===== src/rtl/psum_drain_if.sv =====
// Handshake bundle between the psum producer / sequencer and the drain accumulator.
// The block uses the slave modport; the driving side (array sequencer, writeback) uses master.
interface psum_drain_if #(
  parameter int ARRAY_SIZE = 8,
  parameter int COL_WIDTH  = 13,
  parameter int ACC_WIDTH  = 64,
  parameter int CNT_WIDTH  = 16
);
  localparam int COL_W = (ARRAY_SIZE > 1) ? $clog2(ARRAY_SIZE) : 1;

  logic                              start;
  logic [CNT_WIDTH-1:0]              acc_count;
  logic                              signed_mode;
  logic                              psum_valid;
  logic                              psum_ready;
  logic [ARRAY_SIZE*COL_WIDTH*4-1:0] psums;
  logic                              out_valid;
  logic                              out_ready;
  logic [ACC_WIDTH-1:0]              out_data;
  logic [COL_W-1:0]                  out_col;
  logic                              out_last;
  logic                              busy;
  logic                              done;

  modport slave (
    input  start, acc_count, signed_mode, psum_valid, psums, out_ready,
    output psum_ready, out_valid, out_data, out_col, out_last, busy, done
  );

  modport master (
    output start, acc_count, signed_mode, psum_valid, psums, out_ready,
    input  psum_ready, out_valid, out_data, out_col, out_last, busy, done
  );
endinterface


===== src/rtl/psum_drain_accumulator.sv =====
// Accumulates per-column psum beats over acc_count K-tiles, then drains one column per cycle.
// Define PSUM_ACC_SAT_EN to make each accumulate saturate (sticky until next start) instead of wrap.
//
// state | meaning
// IDLE  | waiting for start with non-zero acc_count
// ACCUM | accepting psum beats until acc_count beats are summed
// DRAIN | presenting one column result per out handshake
module psum_drain_accumulator #(
  parameter int ARRAY_SIZE = 8,
  parameter int COL_WIDTH  = 13,
  parameter int ACC_WIDTH  = 64,
  parameter int CNT_WIDTH  = 16
) (
  input  logic         clk,
  input  logic         rst,
  psum_drain_if.slave  bus
);
  localparam int LANE_W = COL_WIDTH * 4;
  localparam int COL_W  = (ARRAY_SIZE > 1) ? $clog2(ARRAY_SIZE) : 1;
  localparam logic [COL_W-1:0] LAST_COL = COL_W'(ARRAY_SIZE - 1);

  localparam logic [1:0] S_IDLE  = 2'd0;
  localparam logic [1:0] S_ACCUM = 2'd1;
  localparam logic [1:0] S_DRAIN = 2'd2;

  logic [1:0]           state;
  logic [ACC_WIDTH-1:0] acc      [ARRAY_SIZE];
  logic [ACC_WIDTH-1:0] acc_next [ARRAY_SIZE];
  logic [CNT_WIDTH-1:0] beat_cnt;
  logic [CNT_WIDTH-1:0] count_q;
  logic                 signed_q;
  logic [COL_W-1:0]     col;
  logic [COL_W-1:0]     col_nxt;

  logic                 psum_ready_q;
  logic                 out_valid_q;
  logic [ACC_WIDTH-1:0] out_data_q;
  logic [COL_W-1:0]     out_col_q;
  logic                 out_last_q;
  logic                 busy_q;
  logic                 done_q;

  logic                 beat_acc;
  logic                 last_beat;

`ifdef PSUM_ACC_SAT_EN
  localparam logic [ACC_WIDTH-1:0] SMAX = {1'b0, {(ACC_WIDTH-1){1'b1}}};
  localparam logic [ACC_WIDTH-1:0] SMIN = {1'b1, {(ACC_WIDTH-1){1'b0}}};
  logic [ARRAY_SIZE-1:0] sat_q;
  logic [ARRAY_SIZE-1:0] sat_next;
`endif

  for (genvar c = 0; c < ARRAY_SIZE; c++) begin : g_lane
    logic [LANE_W-1:0]    lane;
    logic [ACC_WIDTH-1:0] ext;
    logic [ACC_WIDTH-1:0] wsum;
    assign lane = bus.psums[c*LANE_W +: LANE_W];
    assign ext  = signed_q ? ACC_WIDTH'($signed(lane)) : ACC_WIDTH'(lane);
    assign wsum = acc[c] + ext;
`ifdef PSUM_ACC_SAT_EN
    logic                 ovf_s;
    logic                 ovf_u;
    logic                 sat_hit;
    logic [ACC_WIDTH-1:0] sat_val;
    // Signed overflow: operands agree in sign and the sum does not.
    assign ovf_s   = (acc[c][ACC_WIDTH-1] == ext[ACC_WIDTH-1]) &&
                     (wsum[ACC_WIDTH-1] != acc[c][ACC_WIDTH-1]);
    assign ovf_u   = (wsum < acc[c]);
    assign sat_hit = signed_q ? ovf_s : ovf_u;
    assign sat_val = signed_q ? (acc[c][ACC_WIDTH-1] ? SMIN : SMAX) : {ACC_WIDTH{1'b1}};
    assign acc_next[c] = sat_q[c] ? acc[c] : (sat_hit ? sat_val : wsum);
    assign sat_next[c] = sat_q[c] | sat_hit;
`else
    assign acc_next[c] = wsum;
`endif
  end

  assign beat_acc  = (state == S_ACCUM) && bus.psum_valid && psum_ready_q;
  assign last_beat = ((beat_cnt + 1'b1) == count_q);
  assign col_nxt   = col + 1'b1;

  always_ff @(posedge clk or posedge rst) begin
    if (rst) begin
      state        <= S_IDLE;
      for (int c = 0; c < ARRAY_SIZE; c++) acc[c] <= '0;
      beat_cnt     <= '0;
      count_q      <= '0;
      signed_q     <= 1'b0;
      col          <= '0;
      psum_ready_q <= 1'b0;
      out_valid_q  <= 1'b0;
      out_data_q   <= '0;
      out_col_q    <= '0;
      out_last_q   <= 1'b0;
      busy_q       <= 1'b0;
      done_q       <= 1'b0;
`ifdef PSUM_ACC_SAT_EN
      sat_q        <= '0;
`endif
    end else begin
      done_q <= 1'b0;
      case (state)
        S_IDLE: begin
          if (bus.start && (bus.acc_count != '0)) begin
            for (int c = 0; c < ARRAY_SIZE; c++) acc[c] <= '0;
`ifdef PSUM_ACC_SAT_EN
            sat_q        <= '0;
`endif
            count_q      <= bus.acc_count;
            signed_q     <= bus.signed_mode;
            beat_cnt     <= '0;
            psum_ready_q <= 1'b1;
            busy_q       <= 1'b1;
            state        <= S_ACCUM;
          end
        end
        S_ACCUM: begin
          if (beat_acc) begin
            for (int c = 0; c < ARRAY_SIZE; c++) acc[c] <= acc_next[c];
`ifdef PSUM_ACC_SAT_EN
            sat_q    <= sat_next;
`endif
            beat_cnt <= beat_cnt + 1'b1;
            if (last_beat) begin
              // Column 0 is presented from the freshly summed value so DRAIN starts with valid data.
              psum_ready_q <= 1'b0;
              out_valid_q  <= 1'b1;
              out_data_q   <= acc_next[0];
              out_col_q    <= '0;
              out_last_q   <= (LAST_COL == '0);
              col          <= '0;
              state        <= S_DRAIN;
            end
          end
        end
        S_DRAIN: begin
          if (bus.out_ready) begin
            if (col == LAST_COL) begin
              out_valid_q <= 1'b0;
              out_last_q  <= 1'b0;
              out_col_q   <= '0;
              col         <= '0;
              done_q      <= 1'b1;
              busy_q      <= 1'b0;
              state       <= S_IDLE;
            end else begin
              col         <= col_nxt;
              out_col_q   <= col_nxt;
              out_data_q  <= acc[col_nxt];
              out_last_q  <= (col_nxt == LAST_COL);
            end
          end
        end
        default: state <= S_IDLE;
      endcase
    end
  end

  assign bus.psum_ready = psum_ready_q;
  assign bus.out_valid  = out_valid_q;
  assign bus.out_data   = out_data_q;
  assign bus.out_col    = out_col_q;
  assign bus.out_last   = out_last_q;
  assign bus.busy       = busy_q;
  assign bus.done       = done_q;
endmodule

===== src/flat_wrapper.sv =====
// flat-port wrapper written by rule: the top's interface ports become plain ports
module psum_drain_accumulator_flat 
#(
  parameter int ARRAY_SIZE = 8,
  parameter int COL_WIDTH  = 13,
  parameter int ACC_WIDTH  = 64,
  parameter int CNT_WIDTH  = 16
)
  (clk, rst, bus_start, bus_acc_count, bus_signed_mode, bus_psum_valid, bus_psums, bus_out_ready, bus_psum_ready, bus_out_valid, bus_out_data, bus_out_col, bus_out_last, bus_busy, bus_done);
  psum_drain_if #(.ARRAY_SIZE(ARRAY_SIZE), .COL_WIDTH(COL_WIDTH), .ACC_WIDTH(ACC_WIDTH), .CNT_WIDTH(CNT_WIDTH)) bus_i ();
  input  logic clk;
  input  logic rst;
  input wire logic [$bits(bus_i.start)-1:0] bus_start;
  input wire logic [$bits(bus_i.acc_count)-1:0] bus_acc_count;
  input wire logic [$bits(bus_i.signed_mode)-1:0] bus_signed_mode;
  input wire logic [$bits(bus_i.psum_valid)-1:0] bus_psum_valid;
  input wire logic [$bits(bus_i.psums)-1:0] bus_psums;
  input wire logic [$bits(bus_i.out_ready)-1:0] bus_out_ready;
  output wire logic [$bits(bus_i.psum_ready)-1:0] bus_psum_ready;
  output wire logic [$bits(bus_i.out_valid)-1:0] bus_out_valid;
  output wire logic [$bits(bus_i.out_data)-1:0] bus_out_data;
  output wire logic [$bits(bus_i.out_col)-1:0] bus_out_col;
  output wire logic [$bits(bus_i.out_last)-1:0] bus_out_last;
  output wire logic [$bits(bus_i.busy)-1:0] bus_busy;
  output wire logic [$bits(bus_i.done)-1:0] bus_done;
  assign bus_i.start = bus_start;
  assign bus_i.acc_count = bus_acc_count;
  assign bus_i.signed_mode = bus_signed_mode;
  assign bus_i.psum_valid = bus_psum_valid;
  assign bus_i.psums = bus_psums;
  assign bus_i.out_ready = bus_out_ready;
  assign bus_psum_ready = bus_i.psum_ready;
  assign bus_out_valid = bus_i.out_valid;
  assign bus_out_data = bus_i.out_data;
  assign bus_out_col = bus_i.out_col;
  assign bus_out_last = bus_i.out_last;
  assign bus_busy = bus_i.busy;
  assign bus_done = bus_i.done;
  psum_drain_accumulator #(.ARRAY_SIZE(ARRAY_SIZE), .COL_WIDTH(COL_WIDTH), .ACC_WIDTH(ACC_WIDTH), .CNT_WIDTH(CNT_WIDTH)) u_core (.clk(clk), .rst(rst), .bus(bus_i));
endmodule

===== config.mk =====
export PLATFORM = sky130hd
export DESIGN_NAME = psum_drain_accumulator_flat
export DESIGN_NICKNAME = d
export VERILOG_FILES = /design/src/rtl/psum_drain_if.sv /design/src/rtl/psum_drain_accumulator.sv /design/src/flat_wrapper.sv
export SDC_FILE = /design/constraint.sdc
export NUM_CORES = 2
export LEC_CHECK = 0
export CAP_MARGIN = 25
export CORE_ASPECT_RATIO = 0.6
export CORE_UTILIZATION = 25
export DETAILED_ROUTE_END_ITERATION = 16
export REMOVE_ABC_BUFFERS = 1
export SYNTH_ARGS = -nofsm -noshare
export SYNTH_HDL_FRONTEND = slang
export SYNTH_SLANG_ARGS = --single-unit

===== constraint.sdc =====
create_clock -name clk -period 39.5 [get_ports clk]
set_input_delay 5.925 -clock clk [delete_from_list [all_inputs] [get_ports clk]]
set_output_delay 5.925 -clock clk [all_outputs]
set_load 0.02 [all_outputs]

==> impl_metrics.json <==
{
  "status": "completed",
  "startpoint_type": "input port",
  "post_cts_buffers": 0,
  "fin_skew_ns": 0.05628,
  "postCtsHoldBufs": 0,
  "dieWidth_um": 606.2,
  "ys_seq_area_frac": 0.2829,
  "pwr-share-seq": 0.255,
  "fin_crit_sh": 0.2545,
  "r2r_end": "u_core.acc[319]",
  "crit_path_end_kind": "flip-flop",
  "cp_max_fo": 8,
  "ys_ff_latch": 619,
  "hold_path.class": "flip-flop to flip-flop",
  "grtUsageMet3": 0.02471,
  "grt_setup_unrepaired": "no",
  "ir_drop_v": 0.00008065,
  "grt_busiest_layer": "met2",
  "vias_per_cell": 5.409,
  "start_util": 0.2527,
  "wl_per_cell_um": 24.16,
  "rows": 132,
  "cp-startpoint": "bus_psums[169]",
  "htreeDepth": 3,
  "multi_input_area_um2": 37250,
  "grt_usage": 0.2074,
  "internal_power_w": 0.002256,
  "vias": 53055,
  "netlist_area_um2": 54760,
  "die_h_um": 364.5,
  "power_frac_clock": 0.171,
  "fin_crit_ns": 10.05,
  "clk_pin_slew_ns": 0.07,
  "grt_remaining_overflow": 0,
  "ys.warnings.count": 0,
  "crit_family": "compound AO/OA/AOI/OAI gates",
  "async_reset_ff_frac": 1.000,
  "r2r-start": "u_core.acc[270]",
  "relSlewSlack": 0.2544,
  "clk_latency_ns": 0.73,
  "rrSetupSlack_ns": 34.56,
  "root_buffer": "clkbuf_16",
  "grt_start_max_net_pins": 193,
  "grt_use_met2": 0.3153,
  "max_stage_delay_ns": 0.79,
  "crit_end": "u_core.acc[319]",
  "cts_buffer_depth": 3,
  "totalWireLength_mm": 236.9,
  "maxCapViolations": 0,
  "drt_iter0_drc": 5047,
  "finalMaxSlewViolations": 0,
  "drcViolationCount": 0,
  "grt_antenna_before_repair": 80,
  "p_sw_w": 0.002257,
  "cts_sinks": 619,
  "synth_edf_count": 0,
  "path_cells": "clkdlybuf4s50_1 -> ha_1 -> nand4_1 -> nor3_1 -> and2_1 -> o311a_1 -> nor4b_2 -> nor4bb_1 -> o31ai_1 -> o41ai_1 -> mux2_2 -> a21oi_1 -> nor3_1 -> a21oi_1 -> o21ai_1",
  "die_area_um2": 221000,
  "use_met1": 0.2908,
  "syn2layout_area_growth_pct": 19.11,
  "yosys.area.top_type_share": 0.2829,
  "first_pass_iters": 6,
  "p_leak_nw": 28.49,
  "ios": 510,
  "dp_hpwl_mm": 187.1,
  "drive_above_1_share": 0.06096,
  "synth_top_area_cell": "dfrtp_1",
  "fillers": 22677,
  "crit_type": "input port to flip-flop",
  "tns_ns": 0,
  "grt_pass1_vias": 49499,
  "path_buf_inv": 1,
  "gp_congestion": 0.9698,
  "tightestPinTransition_ns": 1.118,
  "setup_viol": 0,
  "regArea_um2": 15490,
  "finalHoldViolCount": 0,
  "cp_slowest_cell": "o41ai_1",
  "syn_inst": 6574,
  "core-area_um2": 216700,
  "fin_nets": 7721,
  "power.density_nw_per_um2": 69.21,
  "combinationalPowerShare": 0.574,
  "cp_data_required_time_ns": 40.09,
  "postSynthAreaPerCell_um2": 8.330,
  "io_buffers": 509,
  "reg2reg_depth": 14,
  "cp_data_arrival_time_ns": 10.64,
  "ys_types": 105,
  "cts_tree": "yes",
  "cts_inserted_buffers": 79,
  "antenna_left": 0,
  "synth_ff_type": "dfrtp_1",
  "grt_pass1_wl_mm": 340.8,
  "postCtsResizedCells": 0,
  "netSwitchingFraction": 0.5001,
  "worst-path-stages": 15,
  "clock.fmax_mhz": 99.49,
  "synthTopCellsByArea": "dfrtp_1 (28%), ha_1 (10%), nand2_1 (6.2%)",
  "final_util": 0.3010
}
[area by class of cell]
cell class	count	share of cell area
well taps	2881	0.05527
clock buffers	106	0.03386
clock inverters	35	0.006637
inverters	177	0.01032
multi-input cells	5407	0.5711
repair buffers	546	0.08385
diodes	37	0.001420
flip-flops and latches	619	0.2375
[through the flow]
stage                     hold slack (ns)  std cells  setup WS (ns)  power, W  area (um^2)
final                              0.4852       9808          29.45  0.004514        65230
after global routing               0.5197       9807          29.27  0.004807        65220
after CTS                          0.4923       9769          29.66  0.004494        65080
after detailed placement           0.4766       9628          28.93  0.003699        62440
after global placement             0.4715       9625          28.81  0.003674        62410
after floorplan                    0.4571       6203          16.24  0.002842        53330
[flip-flops by register name, summed over array words and instances, names as in the netlist]
register,count
u_core.col,3
u_core.bus.busy,1
u_core.bus.out_last,1
u_core.bus.psum_ready,1
u_core.bus.done,1
u_core.acc,512
u_core.bus.out_valid,1
u_core.beat_cnt,16
u_core.signed_q,1
u_core.count_q,16
u_core.bus.out_data,64
u_core.state,2
[cells in the mapped netlist (all sizes together) (30+ instances only)]
master / instances
nand2: 911
o21ai: 717
dfrtp: 619
a21oi: 548
ha: 445
nor2: 361
clkbuf: 317
a21o: 301
xnor2: 263
xor2: 194
inv: 176
nand3: 158
mux4: 128
nor3: 108
o31ai: 106
nand4: 97
mux2i: 82
a31oi: 73
o21bai: 73
and3: 69
a22o: 64
or3: 58
nand2b: 55
buf: 54
a211oi: 50
nor2b: 44
mux2: 40
o211ai: 40
o21a: 39
nor4: 30
[worst min-delay path, cell delays in order (launching register included)]
cell and delay, ns:
dfrtp_1 0.34, nand2_1 0.05, o21ai_1 0.06
[cell families (layout without fill, tap and decap cells)]
group / count (synthesis) / count (layout) / share of synthesized area
AOI/OAI and AO/OA: 2247 / 2247 / 0.2581
and+or+nand+nor: 1996 / 1996 / 0.1665
DFF: 619 / 619 / 0.2829
buffers and inverters: 548 / 864 / 0.03827
adders and majority gates: 457 / 457 / 0.1053
xor gates and xnor gates: 457 / 457 / 0.07309
muxes: 250 / 250 / 0.07585
other: 0 / 37 / 0
[power by group through the flow]
stage / clock network (W) / logic [W] / registers (W)
6_report: 0.000773 / 0.00259 / 0.00115
5_1_grt: 0.000814 / 0.00283 / 0.00117
4_1_cts: 0.000792 / 0.00257 / 0.00114
3_5_place_dp: 0 / 0.00255 / 0.00115
3_3_place_gp: 0 / 0.00253 / 0.00114
2_1_floorplan: 0 / 0.00181 / 0.00103
[cells in the final DEF, fill, tap and decap left out, types with 157 or more instances in the layout]
| cell | synthesis | layout |
|---|---|---|
| xor2_1 | 194 | 194 |
| nand2_1 | 911 | 910 |
| o21ai_0 | 585 | 585 |
| nor2_1 | 359 | 358 |
| a21o_1 | 301 | 300 |
| ha_1 | 445 | 441 |
| dfrtp_1 | 619 | 618 |
| a21oi_1 | 547 | 546 |
| nand3_1 | 157 | 157 |
| clkdlybuf4s50_1 | 0 | 509 |
| xnor2_1 | 263 | 263 |
| inv_1 | 174 | 172 |
[worst min-delay path by stage]
stage / from / endpoint / slack, ns / cells past startpoint
global route: u_core.bus.out_data[47] / u_core.bus.out_data[47] / 0.52 / 2
global placement: u_core.bus.out_data[12] / u_core.bus.out_data[12] / 0.47 / 2
floorplan: u_core.beat_cnt[1] / u_core.beat_cnt[1] / 0.46 / 2
CTS: u_core.bus.out_data[2] / u_core.bus.out_data[2] / 0.49 / 2
finish: u_core.bus.out_data[2] / u_core.bus.out_data[2] / 0.49 / 2
detailed placement: u_core.bus.out_data[2] / u_core.bus.out_data[2] / 0.48 / 2
[layer usage]
layer	wire (um)	up-vias
met5	55	-
met4	11500	10
met3	14900	377
met2	102900	2147
met1	107500	25748
li1	-	24773
Power figures use the tool's default switching activity.
